### src/rtl/seq_scan_pkg.sv
// seq_scan_pkg -- shared definitions for the serial sequence scan controller.
//   state_e     : one-hot controller state encoding (IDLE, ARM, SCAN, DONE)
//   DEF_PAT_W   : default pattern length in bits
//   DEF_CNT_W   : default match-counter width
package seq_scan_pkg;

    typedef enum logic [3:0] {
        S_IDLE = 4'b0001,
        S_ARM  = 4'b0010,
        S_SCAN = 4'b0100,
        S_DONE = 4'b1000
    } state_e;

    localparam int DEF_PAT_W = 5;
    localparam int DEF_CNT_W = 8;

endpackage

### src/rtl/seq_scan_engine.sv
// seq_scan_engine -- serial pattern detector datapath.
// Holds the bit history, the saturating fill counter and the comparator.
// match_o is combinational: it reports that the bit being shifted in on this
// cycle completes the pattern, so the controller can register the pulse.
// Ports:
//   clk, rst    : clock, synchronous active-high reset
//   clear_i     : clear history and fill count (session start)
//   shift_i     : accept din_i this cycle
//   din_i       : serial data bit
//   overlap_i   : 1 = keep fill count after a match
//   pattern_i   : target pattern, MSB is the first bit expected
//   match_o     : current bit completes a match
module seq_scan_engine
    import seq_scan_pkg::*;
#(
    parameter int PAT_W = DEF_PAT_W
) (
    input  logic             clk,
    input  logic             rst,
    input  logic             clear_i,
    input  logic             shift_i,
    input  logic             din_i,
    input  logic             overlap_i,
    input  logic [PAT_W-1:0] pattern_i,
    output logic             match_o
);

    localparam int FILL_W = $clog2(PAT_W + 1);

    logic [PAT_W-1:0]  hist_q, hist_d;
    logic [FILL_W-1:0] fill_q, fill_d, fill_inc;

    always_comb begin
        hist_d   = {hist_q[PAT_W-2:0], din_i};
        fill_inc = (fill_q == FILL_W'(PAT_W)) ? fill_q : fill_q + 1'b1;
        // Compare against the history including the incoming bit.
        match_o  = shift_i && (fill_inc == FILL_W'(PAT_W)) && (hist_d == pattern_i);
        // Non-overlapping detection restarts the fill so PAT_W fresh bits are needed.
        fill_d   = (match_o && !overlap_i) ? '0 : fill_inc;
    end

    always_ff @(posedge clk) begin
        if (rst || clear_i) begin
            hist_q <= '0;
            fill_q <= '0;
        end else if (shift_i) begin
            hist_q <= hist_d;
            fill_q <= fill_d;
        end
    end

endmodule

### src/rtl/seq_scan_ctrl.sv
// seq_scan_ctrl -- session controller for a serial sequence detector.
// A session starts with start in IDLE (configuration latched), spends one
// cycle in ARM, then scans valid input bits. Each match gives a one-cycle pd
// pulse and increments match_cnt; reaching a non-zero target ends the session
// through DONE. abort returns to IDLE from ARM/SCAN without pd or done.
// Optional feature: define SEQ_SCAN_OVERLAP_EN to add the cfg_overlap port
// (overlapping detection); without it detection is always non-overlapping.
// Ports:
//   clk, rst       : clock, synchronous active-high reset
//   start, abort   : session control
//   cfg_pattern    : PAT_W-bit target pattern (MSB first)
//   cfg_target     : matches that end the session, 0 = free-run
//   cfg_overlap    : overlapping detection (SEQ_SCAN_OVERLAP_EN only)
//   din_valid, din : serial input bit and qualifier
//   busy           : high in ARM and SCAN
//   pd             : registered match pulse
//   match_cnt      : matches in the current session
//   done           : one-cycle pulse while in DONE
//   dbg_state      : current one-hot controller state
module seq_scan_ctrl
    import seq_scan_pkg::*;
#(
    parameter int PAT_W = DEF_PAT_W,
    parameter int CNT_W = DEF_CNT_W
) (
    input  logic             clk,
    input  logic             rst,
    input  logic             start,
    input  logic             abort,
    input  logic [PAT_W-1:0] cfg_pattern,
    input  logic [CNT_W-1:0] cfg_target,
`ifdef SEQ_SCAN_OVERLAP_EN
    input  logic             cfg_overlap,
`endif
    input  logic             din_valid,
    input  logic             din,
    output logic             busy,
    output logic             pd,
    output logic [CNT_W-1:0] match_cnt,
    output logic             done,
    output logic [3:0]       dbg_state
);

    state_e           state_q;
    logic [PAT_W-1:0] pat_q;
    logic [CNT_W-1:0] tgt_q;
    logic [CNT_W-1:0] cnt_q;
    logic [CNT_W-1:0] cnt_inc;
    logic             ovl_q;
    logic             busy_q, pd_q, done_q;
    logic             eng_clear, eng_shift, eng_match;

    assign cnt_inc = cnt_q + 1'b1;

    // abort gates the shift so a simultaneous match is never counted.
    assign eng_clear = (state_q == S_IDLE) && start;
    assign eng_shift = (state_q == S_SCAN) && din_valid && !abort;

`ifdef SEQ_SCAN_OVERLAP_EN
    always_ff @(posedge clk) begin
        if (rst) begin
            ovl_q <= 1'b0;
        end else if (eng_clear) begin
            ovl_q <= cfg_overlap;
        end
    end
`else
    assign ovl_q = 1'b0;
`endif

    seq_scan_engine #(
        .PAT_W(PAT_W)
    ) u_engine (
        .clk      (clk),
        .rst      (rst),
        .clear_i  (eng_clear),
        .shift_i  (eng_shift),
        .din_i    (din),
        .overlap_i(ovl_q),
        .pattern_i(pat_q),
        .match_o  (eng_match)
    );

    always_ff @(posedge clk) begin
        if (rst) begin
            state_q <= S_IDLE;
            pat_q   <= '0;
            tgt_q   <= '0;
            cnt_q   <= '0;
            busy_q  <= 1'b0;
            pd_q    <= 1'b0;
            done_q  <= 1'b0;
        end else begin
            pd_q   <= 1'b0;
            done_q <= 1'b0;
            case (state_q)
                S_IDLE: begin
                    if (start) begin
                        pat_q   <= cfg_pattern;
                        tgt_q   <= cfg_target;
                        cnt_q   <= '0;
                        busy_q  <= 1'b1;
                        state_q <= S_ARM;
                    end
                end
                S_ARM: begin
                    if (abort) begin
                        busy_q  <= 1'b0;
                        state_q <= S_IDLE;
                    end else begin
                        state_q <= S_SCAN;
                    end
                end
                S_SCAN: begin
                    if (abort) begin
                        busy_q  <= 1'b0;
                        state_q <= S_IDLE;
                    end else if (eng_match) begin
                        pd_q  <= 1'b1;
                        cnt_q <= cnt_inc;
                        if ((tgt_q != '0) && (cnt_inc == tgt_q)) begin
                            done_q  <= 1'b1;
                            busy_q  <= 1'b0;
                            state_q <= S_DONE;
                        end
                    end
                end
                S_DONE: begin
                    state_q <= S_IDLE;
                end
                default: begin
                    busy_q  <= 1'b0;
                    state_q <= S_IDLE;
                end
            endcase
        end
    end

    assign busy      = busy_q;
    assign pd        = pd_q;
    assign done      = done_q;
    assign match_cnt = cnt_q;
    assign dbg_state = state_q;

endmodule

### config.mk
export PLATFORM = sky130hd
export DESIGN_NAME = seq_scan_ctrl
export DESIGN_NICKNAME = d
export VERILOG_FILES = /design/src/rtl/seq_scan_pkg.sv /design/src/rtl/seq_scan_engine.sv /design/src/rtl/seq_scan_ctrl.sv
export SDC_FILE = /design/constraint.sdc
export NUM_CORES = 1
export LEC_CHECK = 0
export ABC_AREA = 1
export BUFFER_PORTS_ARGS = -buffer_cell sky130_fd_sc_hd__buf_2
export CAP_MARGIN = 25
export CORE_MARGIN = 2
export CORE_UTILIZATION = 45
export DETAILED_ROUTE_END_ITERATION = 7
export PLACE_DENSITY_LB_ADDON = 0.08
export SLEW_MARGIN = 20
export SYNTH_ARGS = -nofsm -noshare
export SYNTH_HDL_FRONTEND = slang
export SYNTH_HIERARCHICAL = 1
export SYNTH_SLANG_ARGS = --single-unit
### constraint.sdc
create_clock -name clk -period 3.1 [get_ports clk]
set_input_delay 0.31 -clock clk [delete_from_list [all_inputs] [get_ports clk]]
set_output_delay 0.31 -clock clk [all_outputs]
set_load 0.005 [all_outputs]
; Yosys cells after proc, flatten, opt, wreduce, memory -nomap -nowiden
; Cells that the tools add are included.
[totals]
ff_bits = 35
inputBits = 19
output_inout_bits = 15
[op_classes]
n_reduce_logical = 16
bitwise_logic = 3
n_eq_ne = 14
n_addsub = 2
mux = 20
[op_table]
columns = operator, n
row1 = 2-to-1 mux 8 bit, 3
row2 = 2-to-1 mux 4 bit, 4
row3 = one-hot mux 8 bit (2 select lines), 1
row4 = one-hot mux 4 bit (3 select lines), 1
row5 = 2-to-1 mux 3 bit, 3
row6 = adder 8 x 1 -> 8 bit (second input constant), 1
row7 = equality test 8 bit, 1
row8 = inequality test 2 bit (second input constant), 4
row9 = nonzero test 8 bit, 1
row10 = 2-to-1 mux 1 bit, 7
row11 = equality test 3 bit (second input constant), 2
row12 = logical AND 1 bit, 6
row13 = equality test 5 bit, 1
row14 = AND reduction 5 bit, 1
row15 = equality test 4 x 1 -> 1 bit (second input constant), 1
row16 = equality test 4 x 2 -> 1 bit (second input constant), 1
row17 = equality test 4 x 3 -> 1 bit (second input constant), 1
row18 = equality test 4 bit (second input constant), 1
row19 = one-hot mux 1 bit (4 select lines), 1
row20 = AND reduction 4 bit, 1
row21 = OR reduction 4 bit, 1
row22 = adder 3 x 1 -> 3 bit (second input constant), 1
row23 = inequality test 3 x 2 -> 1 bit (second input constant), 1
row24 = inequality test 3 bit (second input constant), 1
row25 = 7 further kinds, 9

; Logic depth before layout (Yosys ltp)
[depth]
word_depth = 8
mapped_depth = 16
mapped_depth_nobuf = 15

; By module
; The synthesis kept the hierarchy.
[by_module_without_submodules]
columns = mod, area_per_inst_um2, cells_per_inst, instances, seq_area_each_um2
row1 = seq_scan_ctrl, 1510.2, 236, 1, 560.5
row2 = seq_scan_engine, 466.7, 71, 1, 140.1

; Least setup slack after synthesis
; OpenSTA, ideal clock, no wires.
[synth_path]
path_type = register to register
from = register state_q[1] (netlist: dbg_state[1])
to = register cnt_q[6] (netlist: match_cnt[6])
arrival_ns = 2.066
setup_slack_ns = 0.906
required_time_ns = 2.972
period_less_slack_ns = 2.194
path_stages_with_launch = 15
path_cell_list = dfxtp_1 -> nor2_1 -> nand2_1 -> inv_1 -> nand2_1 -> nor2_1 -> buf_6 -> and3_1 -> nand3_1 -> nor3_1 -> inv_1 -> o21ai_0 -> o211ai_1 -> a22oi_1 -> nor2_1
[synth_via]
elab_chain_len = 7
word_cells_on_any_way = 12
[synth_lines]
columns = element, line
row1 = "start, declared", seq_scan_ctrl.sv:44  ; state_e state_q;
row2 = "start signal, assigned", seq_scan_ctrl.sv:86  ; state_q <= S_IDLE;
row3 = "start signal, assigned", seq_scan_ctrl.sv:103  ; state_q <= S_ARM;
row4 = "start signal, assigned", seq_scan_ctrl.sv:109  ; state_q <= S_IDLE;
row5 = equality test 4 x 3 -> 1 bit, seq_scan_ctrl.sv:57  ; assign eng_shift = (state_q == S_SCAN) && din_valid && !abort;
row6 = logical AND 1 bit (2 in a row), seq_scan_ctrl.sv:57
row7 = named net eng_shift, seq_scan_ctrl.sv:51  ; logic eng_clear, eng_shift, eng_match;
row8 = logical AND 1 bit (2 in a row), seq_scan_engine.sv:37  ; match_o = shift_i && (fill_inc == FILL_W'(PAT_W)) && (hist_d == pattern_i);
row9 = named net eng_match, seq_scan_ctrl.sv:51
row10 = inequality test 2 bit (no source line), --
row11 = AND reduction 4 bit (no source line), --
row12 = "end signal, assigned", seq_scan_ctrl.sv:120  ; cnt_q <= cnt_inc;
row13 = "end, declared", seq_scan_ctrl.sv:47  ; logic [CNT_W-1:0] cnt_q;
; The timed path passes the listed nets, and every way through them passes these cells.
; A chain may end at the register's enable or synchronous reset.

; Final worst setup path
; Same ends and word-level chain as after synthesis.

==> metrics.csv <==
stage;metric;value;unit
detailed_routing;first_pass_iters;4;
place;portBuffers;33;
grt;grt-ovfl-total;0;
place;hpwl;3515;um
timing;fin_tns_setup;0;ns
synth;async_reset_ff_share;0;%
finish;multi_input_area;0.001060;sq mm
synth;ys_top_cells_by_area;dfxtp_1 (35%), nand2_1 (14%), nand3_1 (8.9%), inv_1 (8.2%), nor2_1 (6.3%);
clocking;clock_path_buffers;2;
critical_path;start_kind;register;
finish;nFillCells;440;
detailed_routing;drc;0;
finish;ff_latch_area;700.7;sq um
grt;grt_max_degree;22;
critical_path;crit_fanout;10;
timing;slew-limit-headroom;58.66;%
timing;hold_viol;0;
detailed_routing;wl;4563;um
timing;finClkSkew;0.006891;ns
floorplan;die_h;70.28;um
power_and_ir_drop;irDropWorstVdd;0.2096;mV
critical_path;worstPathCellList;nor2_1, nand2_1, inv_1, nand2_1, nor2_1, buf_4, and3_1, nand3_1, nor3_1, inv_1, o21ai_0, o211ai_1, a22oi_1, nor2_1;
timing;rsz0062_at_grt;no;
timing;post-route-period-util;82.11;%
critical_path;critPathSlowestCell;dfxtp_1;
synth;netlist_area;0.001977;sq mm
power_and_ir_drop;p_leak;1.055;nW
synth;yosys.area.top_type;dfxtp_1;
finish;antennaDiodeCount;0;
finish;drive_above_1_share;16.67;%
timing;max_freq;392.8;MHz
clocking;tritoncts;done;
timing;finalSetupViolations;0;
synth;ys_seq_elements;35;
synth;synth.most_common_cell;nand2_1;
clocking;h-tree-depth;2;
clocking;ctsHoldBuffers;0;
place;post-place-ws;0.5560;ns
synth;postSynthCellCount;307;
clocking;postCtsSetupBuffers;0;
timing;setup_slack;0.5545;ns
synth;synth_top_area_share;35.44;%
grt;grt_use_total;19.85;%
floorplan;die_w;70.28;um
timing;tightest_slew;0.6174;ns
detailed_routing;ant_nets;0;
clocking;postCtsResizedCells;0;
synth;synth_cell_type_count;32;
synth;synth.net_count;329;
job;cap_violations;0;
timing;report.final.slew_viol_count;0;
clocking;cts_root_buffer;clkbuf_8;
synth;seq_area_frac_synth;35.44;%
critical_path;cp_data_required_time;3.26;ns
critical_path;critPathMostFrequentCell;nor2_1;
grt;grt_pass1_wl;7879;um
critical_path;worst-setup-path-type;reg -> reg;
floorplan;start_util;46.04;%
finish;syn_to_final_growth;14.37;%
place;gp_congestion;0.7754;
floorplan;row_count;24;
synth;synth_commonest_cells;nand2_1 (76), inv_1 (43), dfxtp_1 (35), nand3_1 (35), nor2_1 (33);
finish;utilization;52.65;%
synth;ys_warn_count;6;
synth;ys.flop_type;dfxtp_1;
floorplan;core_area;0.004294;sq mm
detailed_routing;num_vias;1971;
grt;grt_antenna_before_repair;0;
floorplan;boundaryPins;34;
floorplan;dieArea;0.004939;sq mm
clocking;cts_inserted_buffers;5;
critical_path;critical_path_arrival;2.71;ns
detailed_routing;viasPerCell;5.003;
worst_hold_path;hold_class;in -> reg;
critical_path;crit_buf_inv;3;
grt;grt_pass1_vias;1800;
detailed_routing;wl_per_cell;11.58;um
critical_path;end_kind;register;
timing;fin_crit;2.546;ns
critical_path;path_delay_family;simple AND/OR/NAND/NOR gates;
power_and_ir_drop;p_total;0.0009173;W
synth;synth_edf_count;0;
clocking;cts_num_sinks;35;
finish;nets;365;
clocking;path_clk_slew;0.07;ns
power_and_ir_drop;powerDensity;405.7;mW/mm^2
critical_path;cpPeakStageDelay;0.34;ns
clocking;clk_latency;0.28;ns
outcome;status;complete, no violations;
detailed_routing;drt_iter0_markers;146;
timing;hold_ws;0.2731;ns
synth;synth_area_per_cell;6.439;sq um
-- power by group --
group          internal (W)  total [W]  switching [W]
Clock              0.000150   0.000302       0.000153
Sequential         0.000469   0.000484      0.0000153
Combinational     0.0000483   0.000130      0.0000820
-- metrics by stage --
step	area, sq um	std cells
after detailed placement	2188	388
after global routing	2261	394
after floorplan	1977	307
final	2261	394
after CTS	2261	394
after global placement	2188	388
-- state kept, by name, summed over array words and instances, names as in the netlist --
register and count:
done 1, match_cnt 8, u_engine/fill_q 3, u_engine/hist_q 4
busy 1, pd 1, dbg_state 4, pat_q 5
tgt_q 8
-- layer usage --
layer	part of all wire [%]	track usage, %	routed length, um	vias to the layer above
li1	-	-	-	1056
met1	49	27.50	2234	875
met2	46	30.82	2098	38
met3	4.4	3.608	201	2
met4	0.64	7.051	29	0
met5	0	0	0	-
-- layout make-up --
cell class / instances / area share, %
clock buffer: 6 / 3.210
inverter: 48 / 8.080
multi-input combinational: 218 / 46.87
sequential: 35 / 30.99
tap: 52 / 2.878
timing repair buffer: 35 / 7.969
-- cell families after synthesis --
group | after synthesis | synth area share (%)
fa+ha+maj | 3 | 1.899
other cells | 1 | 0.1897
compound gates | 44 | 12.47
xor+xnor | 1 | 0.4431
buf+inv | 54 | 10.95
simple gates | 169 | 38.61
flops | 35 | 35.44
-- worst register-to-register path, cell delays in order (launching register included) --
cell,delay (ns)
dfxtp_1,0.34
nor2_1,0.14
nand2_1,0.12
inv_1,0.09
nand2_1,0.05
nor2_1,0.08
buf_4,0.17
and3_1,0.17
nand3_1,0.06
nor3_1,0.22
inv_1,0.15
o21ai_0,0.24
o211ai_1,0.31
a22oi_1,0.23
nor2_1,0.06
-- path summary, 6_finish.rpt --
check	startpoint	to	slack, ns	cells past startpoint
worst max-delay path	dbg_state[1]$_SDFFE_PP0P_	match_cnt[6]$_SDFFE_PP0P_	0.55	14
worst min-delay path	cfg_pattern[1]	pat_q[1]$_SDFFE_PP0P_	0.27	3
worst max register to register	dbg_state[1]$_SDFFE_PP0P_	match_cnt[6]$_SDFFE_PP0P_	0.55	14
worst min register to register	u_engine/hist_q[1]$_SDFFE_PP0P_	u_engine/hist_q[2]$_SDFFE_PP0P_	0.48	2
-- cells in the final DEF, fill, tap and decap left out, types with 2 or more instances in the layout --
cell type | netlist | final
a21oi_1 | 23 | 23
buf_2 | 0 | 33
buf_4 | 1 | 2
clkbuf_8 | 0 | 5
dfxtp_1 | 35 | 35
ha_1 | 3 | 3
inv_1 | 43 | 43
inv_2 | 3 | 3
nand2_1 | 76 | 76
nand2_2 | 2 | 2
nand3_1 | 35 | 35
nand3_2 | 3 | 3
nand4_1 | 7 | 7
nor2_1 | 33 | 33
nor2_2 | 4 | 4
nor2_4 | 2 | 2
nor3_1 | 2 | 2
nor4_1 | 2 | 2
o211ai_1 | 2 | 2
o21ai_0 | 14 | 14
(Power assumes the default switching activity.)
